### config.mk
export PLATFORM = sky130hd
export DESIGN_NAME = mem_ctrl
export DESIGN_NICKNAME = d
export VERILOG_FILES = /design/src/rtl/mem_ctrl.sv
export SDC_FILE = /design/constraint.sdc
export NUM_CORES = 1
export LEC_CHECK = 0
export BUFFER_PORTS_ARGS = -buffer_cell sky130_fd_sc_hd__buf_4
export CAP_MARGIN = 30
export CORE_UTILIZATION = 35
export CTS_CLUSTER_DIAMETER = 40
export DETAILED_ROUTE_END_ITERATION = 6
export SLEW_MARGIN = 20
export SYNTH_ARGS = -nofsm -noshare
export SYNTH_HDL_FRONTEND = slang
export SYNTH_SLANG_ARGS = --single-unit
### constraint.sdc
create_clock -name clk -period 3.1 [get_ports clk]
set_input_delay 0.465 -clock clk [delete_from_list [all_inputs] [get_ports clk]]
set_output_delay 0.465 -clock clk [all_outputs]
set_load 0.02 [all_outputs]
### src/rtl/mem_ctrl.sv
// mem_ctrl: byte-serial arbiter/controller sharing one byte RAM between fetch and load/store
module mem_ctrl (
    input  logic        clk,
    input  logic        rst,
    input  logic        rdy,
    input  logic        if_req,
    input  logic [31:0] if_addr,
    output logic [31:0] if_data,
    output logic        if_done,
    input  logic        ls_req,
    input  logic        ls_we,
    input  logic [1:0]  ls_size,
    input  logic [31:0] ls_addr,
    input  logic [31:0] ls_wdata,
    output logic [31:0] ls_rdata,
    output logic        ls_done,
    output logic [31:0] ram_addr,
    output logic [7:0]  ram_wdata,
    output logic        ram_wr,
    input  logic [7:0]  ram_rdata,
    output logic        stall_req_if,
    output logic        stall_req_mem
);
    typedef enum logic [1:0] {IDLE, READ, WRITE, DONE} state_t;
    state_t      state, state_nx;
    logic [2:0]  cnt, n, nxt, cap, n_ls;
    logic [31:0] base, wdata, asm_q, asm_nx;
    logic        own_ls;
    assign stall_req_if  = if_req & ~if_done;
    assign stall_req_mem = ls_req & ~ls_done;
    assign nxt    = cnt + 3'd1;
    assign cap    = cnt - 3'd1;
    assign n_ls   = ls_size == 2'd0 ? 3'd1 : ls_size == 2'd1 ? 3'd2 : 3'd4;
    assign asm_nx = asm_q | ({24'b0, ram_rdata} << {cap, 3'b000});
    // state register; rdy low freezes the sequence
    always_ff @(posedge clk)
        state <= rst ? IDLE : rdy ? state_nx : state;
    // next state: LS wins over IF; reads end one edge after the last byte capture
    always_comb begin
        state_nx = state;
        case (state)
            IDLE:    state_nx = ls_req ? (ls_we ? WRITE : READ) : if_req ? READ : IDLE;
            READ:    state_nx = cnt == n ? DONE : READ;
            WRITE:   state_nx = nxt == n ? DONE : WRITE;
            default: state_nx = IDLE;
        endcase
    end
    // datapath: address/byte sequencing, word assembly and done pulses
    always_ff @(posedge clk) begin
        if (rst) begin
            cnt       <= '0;
            n         <= '0;
            base      <= '0;
            wdata     <= '0;
            asm_q     <= '0;
            own_ls    <= 1'b0;
            ram_addr  <= '0;
            ram_wdata <= '0;
            ram_wr    <= 1'b0;
            if_data   <= '0;
            ls_rdata  <= '0;
            if_done   <= 1'b0;
            ls_done   <= 1'b0;
        end else if (rdy) begin
            if_done <= 1'b0;
            ls_done <= 1'b0;
            case (state)
                IDLE: if (ls_req | if_req) begin
                    cnt       <= '0;
                    n         <= ls_req ? n_ls : 3'd4;
                    base      <= ls_req ? ls_addr : if_addr;
                    own_ls    <= ls_req;
                    wdata     <= ls_wdata;
                    asm_q     <= '0;
                    ram_addr  <= ls_req ? ls_addr : if_addr;
                    ram_wdata <= ls_wdata[7:0];
                    ram_wr    <= ls_req & ls_we;
                end
                READ: begin
                    cnt <= nxt;
                    if (nxt < n) ram_addr <= base + {29'b0, nxt};
                    if (cnt != 3'd0) asm_q <= asm_nx;
                    if (cnt == n) begin
                        if (own_ls) begin
                            ls_rdata <= asm_nx;
                            ls_done  <= 1'b1;
                        end else begin
                            if_data <= asm_nx;
                            if_done <= 1'b1;
                        end
                    end
                end
                WRITE: begin
                    cnt <= nxt;
                    if (nxt < n) begin
                        ram_addr  <= base + {29'b0, nxt};
                        ram_wdata <= wdata[{nxt[1:0], 3'b000} +: 8];
                    end else begin
                        ram_wr  <= 1'b0;
                        ls_done <= 1'b1;
                    end
                end
                default: ;
            endcase
        end
    end
endmodule
Yosys cells after proc, flatten, opt, wreduce, memory -nomap -nowiden:

Index checks and enable logic that the tools add are counted.

* bits of input ports: 112
* output and inout bits: 109
* register bits: 212
* word-level logic and storage cells: 84

* add/subtract/negate cells: 3
* mux-type cells: 31
* reduce and logical (&&, ||, !) cells: 15
* eq/ne operators: 10
* magnitude comparators: 1
* bitwise gates (word level): 8
* shifts and indexed selects: 2

Operator list (count)
* two-way mux 32 bit: 5
* one-hot mux 32 bit (2 select lines): 2
* adder 32 x 3 -> 32 bit: 1
* OR 32 bit: 1
* indexed part select 32 x 6 -> 8 bit: 1
* << shifter 8 x 6 -> 32 bit: 1
* AND reduction 4 bit: 6
* two-way mux 8 bit: 2
* one-hot mux 8 bit (2 select lines): 1
* two-way mux 3 bit: 4
* two-way mux 1 bit: 10
* != test 2 bit (second input constant): 4
* equality test 3 bit: 2
* two-way mux 2 bit: 3
* one-hot mux 2 bit (3 select lines): 1
* one-hot mux 3 bit (2 select lines): 1
* AND reduction 3 bit: 2
* nonzero test 2 bit: 3
* equality test 2 x 1 -> 1 bit (second input constant): 2
* logical NOT 2 bit: 2
* one-hot mux 1 bit (2 select lines): 2
* adder 3 x 1 -> 3 bit (second input constant): 1
* AND 1 bit: 3
* < comparator 3 bit: 1
* other kinds (7): 9

Depth between registers and ports, before layout:

* depth after elaboration: 5
* mapped depth: 13
* depth with buffers taken out: 9

Worst setup path after synthesis:

OpenSTA, ideal clock, no wires.

* kind: register to register
* start point: register cnt[0]
* end point: register ram_addr[14]
* required time: 2968 ps
* cell stages (with the launch flop): 14
* library setup time: 132 ps
* path slack: 1 ps
* period minus slack after synthesis: 3099 ps
* data arrival time: 2967 ps
* path buffers: 4
* cell sequence: dfxtp_1 > clkbuf_2 > inv_1 > ha_1 > buf_4 > buf_4 > inv_2 > fa_1 > nor2b_1 > clkbuf_1 > o2111ai_2 > o21a_1 > o311ai_0 > a21oi_1

* cells in the longest elaborated chain, start to end: 4
* elaborated cells on any way between the ends: 7

Ends and longest elaborated chain
* start: declaration: RTL line 26 `logic [2:0] cnt, n, nxt, cap, n_ls;`
* start signal: assignment: RTL line 80 `cnt <= nxt;`
* start signal: assignment: RTL line 94 `cnt <= nxt;`
* adder 3 x 1 -> 3 bit *: RTL line 31 `assign nxt = cnt + 3'd1;`
* adder 32 x 3 -> 32 bit or < comparator 3 bit (tied branches): RTL line 81, 96, 95
* two-way mux 32 bit or != test 2 x 1 -> 1 bit (tied branches)
* one-hot mux 32 bit (2 select lines) or AND reduction 4 bit (tied branches)
* end signal: assignment: RTL line 75 `ram_addr <= ls_req ? ls_addr : if_addr;`
* end signal: assignment: RTL line 81 `if (nxt < n) ram_addr <= base + {29'b0, nxt};`
* end signal: assignment: RTL line 96 `ram_addr <= base + {29'b0, nxt};`
* end: declaration: RTL line 17 `output logic [31:0] ram_addr,`

Every way passes the cells marked *; elsewhere a longest branch is shown, timed or not. The select of a mux whose other input is x is not followed.
A chain may end at the register's enable or synchronous reset.

Final worst setup path:

* start point: register cnt[1]
* end point: register ram_addr[14]

Same word-level chain as after synthesis.

==> impl_metrics.ini <==
[sta]
hold_violations = 0
tightest_slew_ps = 809
clock.fmax_ghz = 0.370
setup_viol = 0
clock_skew_ps = 9.90
rsz0062_at_grt = no
drv_slew = 0
fin_hold_ws_ps = 214
slew-limit-headroom_pct = 46.0
timing.setup.tns_ps = 0
worst_slack_ps = 395
post-route-period-util_pct = 87.3
layout_min_cycle_time_ps = 2710

[floorplan]
initial_core_util_pct = 35.6
die_height_um = 167
io_pins = 221
die_w_um = 167
fp.dieArea_sq_mm = 0.0280
coreArea_sq_mm = 0.0269
rows = 60

[synth]
synth_nets = 1201
async_flop_share_pct = 0
yosysTopAreaCell = dfxtp_1
ys_warn_count = 0
synth_seq_cells = 212
synthFlopType = dfxtp_1
synth_top_area_share_pct = 44.4
seq_area_frac_synth_pct = 44.4
synth.distinct_cells = 62
synth_edf_count = 0
netlist_area_sq_mm = 0.00956
synthCells = 1075
yosys-top-cells-area = dfxtp_1 44%, a211oi_1 6.3%, a21oi_1 5.9%
avgSynthCellArea_sq_um = 8.89

[global_route]
use_met3_pct = 3.52
grt_overflow = 0
grt_max_degree = 115
grtUsageTotal_pct = 18.8
grt_busiest_layer = met2
grt_pass1_vias = 7893
met2_usage_pct = 29.9
antenna_found_initial = 0
grt_first_pass_wirelength_um = 42600
grt_util_met1_pct = 25.4

[clocking]
clock_sinks = 212
cts_tree = done
path_clk_slew_ps = 50
cts_root_buffer = clkbuf_16
cts.htree.levels = 2
clock_latency_ps = 500
ctsHoldBuffers = 0
post_cts_buffers = 0
ctsResizeCount = 0
clk_path_buf_depth = 3
cts_buffers = 36

[setup_path]
path_cells = inv_1 -> ha_1 -> inv_2 -> fa_1 -> nor2b_1 -> o2111ai_2 -> o21a_1 -> o311ai_0 -> a21oi_1
cp-start-kind = register
worstSetupEndpointType = register
critPathMaxStageDelay_ps = 420
crit_type = register to register
r2r_end = ram_addr[14]$_SDFFE_PP0P_
cp.required_ps = 3470
endpoint = ram_addr[14]$_SDFFE_PP0P_
critPathMaxFanout = 8
r2r_cells = 9
worstPathArrival_ps = 3070
startpoint = cnt[1]$_SDFFE_PP0P_
r2r_slack_ps = 390
slowest_stage = fa_1
r2r-start = cnt[1]$_SDFFE_PP0P_

[layout]
final_net_count = 1385
final_cell_mix = 236 x buf_4, 212 x dfxtp_1, 146 x nor2_1
layout_commonest_cell = buf_4
syn2layout_area_growth_pct = 32.3
layout-drive-gt1-share_pct = 27.2
diodes = 0

[route]
antenna_left = 0
dr.first_iter.drc_count = 465
drc = 0
drtPass1Iterations = 5
wl_per_cell_um = 16.5
vias_per_cell = 5.18
routed_wl_um = 26800
vias = 8409

[placement]
gp_congestion = 0.771
place_ws_ps = 350
post-dp-hpwl_um = 18200
io_buffers = 220

[power_and_ir_drop]
p_leak_nw = 4.87
p_per_area_mw_per_mm2 = 645
peakVddDrop_mv = 0.266

[flow_run]
cap_violations = 0

[status]
status = finished clean

[min_path]
hold_class = input pin to register
-- synth_stat cells (3+ instances only) --
library cell and instances:
buf_1 3, nor4_1 5, and3_1 6, buf_2 17
and4_1 5, nor3b_1 3, a22oi_1 33, xnor2_1 12
o22ai_1 16, mux4_2 8, o21ai_0 15, o21a_1 4
a211oi_1 80, clkbuf_1 59, a211oi_2 20, dfxtp_1 212
o211ai_1 7, mux2i_1 42, xor2_1 20, and2_1 7
nand3_1 8, a31oi_1 3, nor3_1 29, buf_4 14
nor2_1 146, nor2b_1 9, nand2_1 95, or3_1 9
nand4_1 11, ha_1 13, inv_1 14, a21oi_1 112
a211o_1 4
-- metrics by stage --
step                      total power [W]  std cells  cell area, sq um  utilization [%]
final                             0.00816       1624             12700             47.1
after global routing              0.00849       1624             12700             47.1
after CTS                         0.00824       1623             12600             47.1
after detailed placement          0.00419       1561             11400             42.5
after global placement            0.00417       1561             11400             42.5
after floorplan                   0.00375       1075              9560                -
-- registers in the layout (all words and copies together), names as in the netlist, 2 cells and up --
register / cells
cnt: 3
if_data: 32
asm_q: 32
n: 3
wdata: 32
ram_wdata: 8
ls_rdata: 32
base: 32
ram_addr: 32
state: 2
-- critical path, delay by kind of cell (launching register included) --
kind / cells / cell delay (ps)
AOI/OAI and AO/OA: 4 / 980
adders and majority gates: 2 / 810
buffers and inverters: 2 / 150
DFF: 1 / 380
and+or+nand+nor: 1 / 240
-- worst min path at each step --
stage	start	endpoint	slack [ps]	cells past startpoint
floorplan	wdata[0]$_SDFFE_PP0P_	wdata[0]$_SDFFE_PP0P_	430	2
global placement	wdata[1]$_SDFFE_PP0P_	wdata[1]$_SDFFE_PP0P_	440	2
detailed placement	ram_addr[7]$_SDFFE_PP0P_	ram_addr[7]$_SDFFE_PP0P_	440	2
CTS	ls_wdata[29]	wdata[29]$_SDFFE_PP0P_	200	3
global route	ls_wdata[26]	wdata[26]$_SDFFE_PP0P_	210	3
finish	ls_wdata[29]	wdata[29]$_SDFFE_PP0P_	210	3
-- final cells by class --
cell class | count | area, sq um
timing repair buffer | 242 | 1870
sequential | 212 | 4240
multi-input combinational | 752 | 4820
inverter | 15 | 56.3
clock inverter | 19 | 234
tap | 341 | 427
fill | 2637 | 14200
clock buffer | 43 | 998
-- cells by family after synthesis --
kind of cell | Yosys count | synth area share (%)
mux | 51 | 6.40
simple gates | 348 | 17.1
flops | 212 | 44.4
fa+ha+maj | 14 | 1.91
buf+inv | 111 | 5.30
xor+xnor | 32 | 2.93
compound gates | 307 | 21.9
-- per-layer routing --
layer / up-vias / wire length (um) / part of all wire (%)
li1: 4230 / - / -
met1: 3900 / 12700 / 47
met2: 236 / 12200 / 45
met3: 43 / 1340 / 5.0
met4: 0 / 639 / 2.4
met5: - / 0 / 0
-- where the power goes --
part | switching (W) | internal, W
Combinational | 0.000649 | 0.000467
Clock | 0.00139 | 0.00264
Sequential | 0.000125 | 0.00289
(Power assumes the default switching activity.)
